## src/rtl/fsk_pkg.sv

```systemverilog
// Shared FSK constants and zero-crossing FSM encodings, common to the modulator and demodulator.
package fsk_pkg;

    typedef enum logic [1:0] {
        S_SEARCH = 2'd0,
        S_ARMED  = 2'd1,
        S_HIGH   = 2'd2
    } zc_state_t;

    // Tuning values the DDS modulator uses for the 100 Hz carrier and the per-key frequency step.
    localparam logic [31:0] CARRIER_TUNING_WORD = 32'd42949673;
    localparam logic [31:0] SIGNAL_STEP         = 32'd429497;

    localparam int DEFAULT_PERIOD_THRESH = 70;
    localparam int DEFAULT_HYST          = 8;
    localparam int DEFAULT_CONFIRM       = 3;
    localparam int DEFAULT_TIMEOUT       = 4000;

    function automatic logic [15:0] sat_inc16(input logic [15:0] value);
        return (value == 16'hFFFF) ? value : value + 16'd1;
    endfunction

endpackage

```

## src/rtl/fsk_zero_cross_det.sv

```systemverilog
// Hysteresis zero-crossing detector: a three-state FSM plus a combinational rising-crossing pulse.
module fsk_zero_cross_det
    import fsk_pkg::*;
#(
    parameter int HYST = DEFAULT_HYST
) (
    input  logic              clk,
    input  logic              rst_n,
    input  logic              sample_en,
    input  logic signed [7:0] fsk_in,
    input  logic              force_search,
    output logic              crossing
);

    // Compare at 9 bits so a hysteresis of 127 cannot wrap.
    localparam logic signed [8:0] HYST_POS = 9'(HYST);
    localparam logic signed [8:0] HYST_NEG = -HYST_POS;

    zc_state_t         state;
    logic signed [8:0] sample_ext;
    logic              below;
    logic              above;

    assign sample_ext = {fsk_in[7], fsk_in};
    assign below      = sample_ext < HYST_NEG;
    assign above      = sample_ext >= HYST_POS;
    assign crossing   = sample_en && (state == S_ARMED) && above;

    always_ff @(posedge clk or negedge rst_n) begin
        if (!rst_n) begin
            state <= S_SEARCH;
        end else if (sample_en) begin
            if (force_search) begin
                state <= S_SEARCH;
            end else begin
                case (state)
                    S_SEARCH: if (below) state <= S_ARMED;
                    S_ARMED:  if (above) state <= S_HIGH;
                    S_HIGH:   if (below) state <= S_ARMED;
                    default:  state <= S_SEARCH;
                endcase
            end
        end
    end

endmodule

```

## src/rtl/fsk_demodulation.sv

```systemverilog
// Non-coherent FSK demodulator: period measurement, tone classification, debounce and loss detection.
// Optional macro FSK_DEMOD_STATS_EN adds a saturating symbol_changes counter of key_out transitions.
module fsk_demodulation
    import fsk_pkg::*;
#(
    parameter int CNT_W         = 24,
    parameter int PERIOD_THRESH = DEFAULT_PERIOD_THRESH,
    parameter int HYST          = DEFAULT_HYST,
    parameter int CONFIRM       = DEFAULT_CONFIRM,
    parameter int TIMEOUT       = DEFAULT_TIMEOUT
) (
    input  logic              clk,
    input  logic              rst_n,
    input  logic              sample_en,
    input  logic signed [7:0] fsk_in,
    output logic              key_out,
    output logic [CNT_W-1:0]  period,
    output logic              period_valid,
    output logic              locked,
    output logic              signal_lost
`ifdef FSK_DEMOD_STATS_EN
    ,
    output logic [15:0]       symbol_changes
`endif
);

    localparam logic [CNT_W-1:0] TIMEOUT_C = CNT_W'(TIMEOUT);
    localparam logic [CNT_W-1:0] THRESH_C  = CNT_W'(PERIOD_THRESH);
    localparam logic [3:0]       CONFIRM_C = 4'(CONFIRM);

    logic [CNT_W-1:0] cnt;
    logic [CNT_W-1:0] cnt_next;
    logic             have_ref;
    logic [3:0]       agree;
    logic [3:0]       agree_next;
    logic             prev_cls;
    logic             cls_new;
    logic             crossing;
    logic             timeout_hit;

    fsk_zero_cross_det #(
        .HYST(HYST)
    ) u_zero_cross (
        .clk         (clk),
        .rst_n       (rst_n),
        .sample_en   (sample_en),
        .fsk_in      (fsk_in),
        .force_search(timeout_hit),
        .crossing    (crossing)
    );

    // The measured period includes the crossing sample itself, hence cnt + 1.
    assign cnt_next    = cnt + CNT_W'(1);
    assign cls_new     = cnt_next <= THRESH_C;
    assign agree_next  = (cls_new == prev_cls) ? ((agree >= CONFIRM_C) ? CONFIRM_C : agree + 4'd1)
                                               : 4'd1;
    assign timeout_hit = sample_en && !crossing && (cnt_next == TIMEOUT_C);

    always_ff @(posedge clk or negedge rst_n) begin
        if (!rst_n) begin
            cnt          <= '0;
            have_ref     <= 1'b0;
            agree        <= '0;
            prev_cls     <= 1'b0;
            key_out      <= 1'b0;
            period       <= '0;
            period_valid <= 1'b0;
            locked       <= 1'b0;
            signal_lost  <= 1'b0;
        end else begin
            period_valid <= 1'b0;
            if (sample_en) begin
                if (crossing) begin
                    cnt         <= '0;
                    have_ref    <= 1'b1;
                    signal_lost <= 1'b0;
                    if (have_ref) begin
                        period       <= cnt_next;
                        period_valid <= 1'b1;
                        prev_cls     <= cls_new;
                        agree        <= agree_next;
                        if (agree_next == CONFIRM_C) begin
                            key_out <= cls_new;
                            locked  <= 1'b1;
                        end
                    end
                end else if (timeout_hit) begin
                    cnt         <= TIMEOUT_C;
                    signal_lost <= 1'b1;
                    locked      <= 1'b0;
                    have_ref    <= 1'b0;
                    agree       <= '0;
                end else if (cnt != TIMEOUT_C) begin
                    cnt <= cnt_next;
                end
            end
        end
    end

`ifdef FSK_DEMOD_STATS_EN
    logic key_update;

    assign key_update = crossing && have_ref && (agree_next == CONFIRM_C) && (cls_new != key_out);

    always_ff @(posedge clk or negedge rst_n) begin
        if (!rst_n) begin
            symbol_changes <= '0;
        end else if (key_update) begin
            symbol_changes <= sat_inc16(symbol_changes);
        end
    end
`endif

endmodule

```

## config.mk

```make
export PLATFORM = sky130hd
export DESIGN_NAME = fsk_demodulation
export DESIGN_NICKNAME = d
export VERILOG_FILES = /design/src/rtl/fsk_pkg.sv /design/src/rtl/fsk_zero_cross_det.sv /design/src/rtl/fsk_demodulation.sv
export SDC_FILE = /design/constraint.sdc
export NUM_CORES = 1
export LEC_CHECK = 0
export CORE_MARGIN = 2
export CORE_UTILIZATION = 57
export CTS_BUF_LIST = sky130_fd_sc_hd__clkbuf_16
export DETAILED_ROUTE_END_ITERATION = 12
export GPL_TIMING_DRIVEN = 1
export PLACE_DENSITY = 0.87
export SETUP_SLACK_MARGIN = 0.3
export SLEW_MARGIN = 10
export SYNTH_ARGS = -nofsm -noshare
export SYNTH_HDL_FRONTEND = slang
export SYNTH_SLANG_ARGS = --single-unit
```

## constraint.sdc

```tcl
create_clock -name clk -period 3.39 [get_ports clk]
set_input_delay 0.339 -clock clk [delete_from_list [all_inputs] [get_ports clk]]
set_output_delay 0.339 -clock clk [all_outputs]
set_load 0.01 [all_outputs]
```

==> metrics <==
status=finished, final reports clean; Psw=0.752 mW; GP Congestion=0.887; endpoints failing setup=0; Leak=1.88 nW; antenna cells=0; CP endpoint kind=flop; drt pass-1 iters=6; synthesized instance count=416; R2R setup slack=0.46 ns; switching share of power=29.9%; vias=3,255; Final period util=86.6%; syn nets=432; Max Clk Rate=0.341 GHz; max incr delay on CP=0.54 ns; clock skew=0.00810 ns; Setup WS post-layout=0.456 ns; post-layout power=2.51 mW; synth warn=0; Reg2Reg Depth=10; final hold slack=0.147 ns; Crit Path Max Fanout=18; initial antenna violation count=0; Top cell by count, worst path=buf_4; Die ar.=7310 µm²; I/O Buffers=35; Final Instance Count excl. Fillers=522; commonest non-fill, non-tap cell in the layout=dfrtp_1; slowest stage cell on the critical path=dfrtp_1; Slew Limit Fails=0; WS Path Type=reg2reg; Critical Path RT=3.64 ns; vias in the first global route=3,224; largest family of logic cells by synthesized area=simple AND/OR/NAND/NOR gates; Core Region=6390 µm²; Reg2Reg Launch Point=cnt[1]; Synth Area in Adders=1.65%; Die Span Y=85.5 µm; cell chain of the critical path=ha_2 > nand3_4 > nor3_4 > buf_4 > a21oi_1 > o22ai_1 > nand4bb_2 > buf_4 > nand2_2 > nor2_1; Power Internal=1.76 mW; post-synthesis register bit count=60; slew at the pin closest to its max-slew limit=0.936 ns; DRT iter0 DRCs=317; Clock Power Share=41.4%; GRT overflow=0; CP arrival=3.19 ns; Synth Flop Type=dfrtp_1; Via density=6.24; area grow syn2layout=18.4%; die width=85.5 µm; Final min period=2.93 ns; Total Nets Final=456; CTS tree=built; final hold vios=0; clock tree buffer depth=2; Synth Area in Compound Gates=13.6%; Netlist Area Pre-Place=3790 µm²; clk sink count=60; DP HPWL=5940 µm; max_cap viols=0; maximum vdd drop=422 µV; Slew HR=37.6%; pin count of the biggest net entering global routing=43; Top-Level Pins=39; unrepaired setup endpoints after global routing=no; clk root buf=clkbuf_16; Synth Area in XOR/XNOR=9.02%; cell total after placement=505; dpl ws=0.246 ns; Simple-Gate Fraction of Synth Area=28.4%; mux cell area share after synthesis=1.88%; CTS H-tree lvls=3; Fin Setup TNS=0 ns; worst min path class=in2async; Startpoint Class=flop; Wirelength per Cell=17.4 µm; commonest cells after routing, fill and taps aside=60 x dfrtp_1, 56 x nand2_1, 34 x nor2_1, 34 x clkdlybuf4s50_1, 27 x o21ai_0; first-pass GRT wire length=15,600 µm; WL final=9070 µm; Initial Utilization=59.3%; EDFF count, synth=0; Pwr per Cell Area=560 nW/µm²; GRT Util Overall=26.9%; CTS buffer count=9; ratio of cells with drive above 1 in the final layout=11.2%; count of cell types in the netlist=64; post-route ant nets=0; post-route DRC violation count=0; Comb power frac=22.3%; Clock transition at path regs=0.05 ns; FF-to-FF End=cnt[22]; Reg power frac=36.3%; syn_area_per_cell=9.10 µm²; Site Rows=29; Clock Latency Late Sink=0.34 ns; cts hold-fix bufs=0; FFs w/ async S/R, synth=100%; sequential area share after synthesis=39.6%
==> state kept, by name, summed over array words and instances (netlist names) <==
name,count
period_valid,1
period,24
prev_cls,1
have_ref,1
u_zero_cross.state,2
cnt,24
signal_lost,1
agree,4
key_out,1
locked,1
==> worst max-delay path by stage <==
| stage | from | to | slack [ns] | cells after the start |
|---|---|---|---|---|
| floorplan | cnt[1] | cnt[10] | 0.91 | 11 |
| global placement | cnt[1] | cnt[3] | 0.28 | 9 |
| detailed placement | cnt[1] | agree[1] | 0.25 | 8 |
| CTS | cnt[1] | agree[0] | 0.36 | 9 |
| global route | cnt[1] | cnt[2] | 0.31 | 10 |
| finish | cnt[1] | cnt[22] | 0.46 | 10 |
==> metrics by stage <==
| stage | area [µm²] | utilization, % |
|---|---|---|
| after floorplan | 3790 | - |
| after global placement | 4130 | 64.6 |
| after detailed placement | 4130 | 64.6 |
| after CTS | 4470 | 70.0 |
| after global routing | 4480 | 70.2 |
| final | 4480 | 70.2 |
==> kinds of logic (layout without fill, tap and decap cells) <==
kind of cell | Yosys count | after routing
buffers and inverters | 44 | 73
AOI/OAI and AO/OA | 78 | 78
DFF | 60 | 60
xor gates and xnor gates | 39 | 39
adders and majority gates | 5 | 5
muxes | 7 | 7
and+or+nand+nor | 183 | 183
==> cells in the mapped netlist (4+ instances only) <==
cell	n	area, µm²
a21boi_0	5	37.5
a21oi_1	14	70.1
a31oi_1	4	25.0
and3_1	7	43.8
and4_1	6	52.6
buf_2	18	90.1
buf_4	4	30.0
clkbuf_1	9	33.8
dfrtp_1	60	1500
ha_1	5	62.6
inv_1	11	41.3
mux2i_1	6	60.1
nand2_1	56	210
nand2b_1	8	50.1
nand3_1	10	50.1
nand4_1	10	62.6
nor2_1	34	128
nor3_1	6	30.0
nor3b_1	4	30.0
nor4_1	6	37.5
o21ai_0	27	135
o21ai_1	4	20.0
xnor2_1	23	201
xor2_1	16	140
==> layout make-up <==
| class | instances | area (µm²) |
|---|---|---|
| inverter | 11 | 41.3 |
| fill | 480 | 1900 |
| multi-input combinational | 312 | 2080 |
| tap | 77 | 96.3 |
| timing repair buffer | 46 | 428 |
| clock buffer | 9 | 225 |
| clock inverter | 7 | 115 |
| sequential | 60 | 1500 |
==> worst max-delay path: cells and delay by family (launching register included) <==
kind                       cells  cell delay [ns]
buffers and inverters          2             0.37
adders and majority gates      1             0.37
AOI/OAI and AO/OA              2             0.42
DFF                            1             0.54
and+or+nand+nor                5             1.14
==> power groups by stage <==
stage / clock network, mW / logic [mW] / registers (mW)
5_1_grt: 1.09 / 0.621 / 0.925
4_1_cts: 1.05 / 0.556 / 0.909
6_report: 1.04 / 0.560 / 0.911
3_3_place_gp: 0 / 0.525 / 0.917
3_5_place_dp: 0 / 0.543 / 0.920
2_1_floorplan: 0 / 0.373 / 0.901
==> per-layer routing <==
layer / track usage [%] / vias up / share of wire (%)
li1: - / 1510 / -
met1: 35.9 / 1574 / 44
met2: 41.7 / 140 / 47
met3: 6.06 / 31 / 6.5
met4: 13.1 / 0 / 2.8
met5: 0 / - / 0
==> what timing repair did <==
action                     CTS  global route
pin swaps                    0             1
resized for setup            1             1
buffers inserted             0             1
setup endpoints to repair   20            31
cloned                       0             0
(Power assumes the default switching activity.)
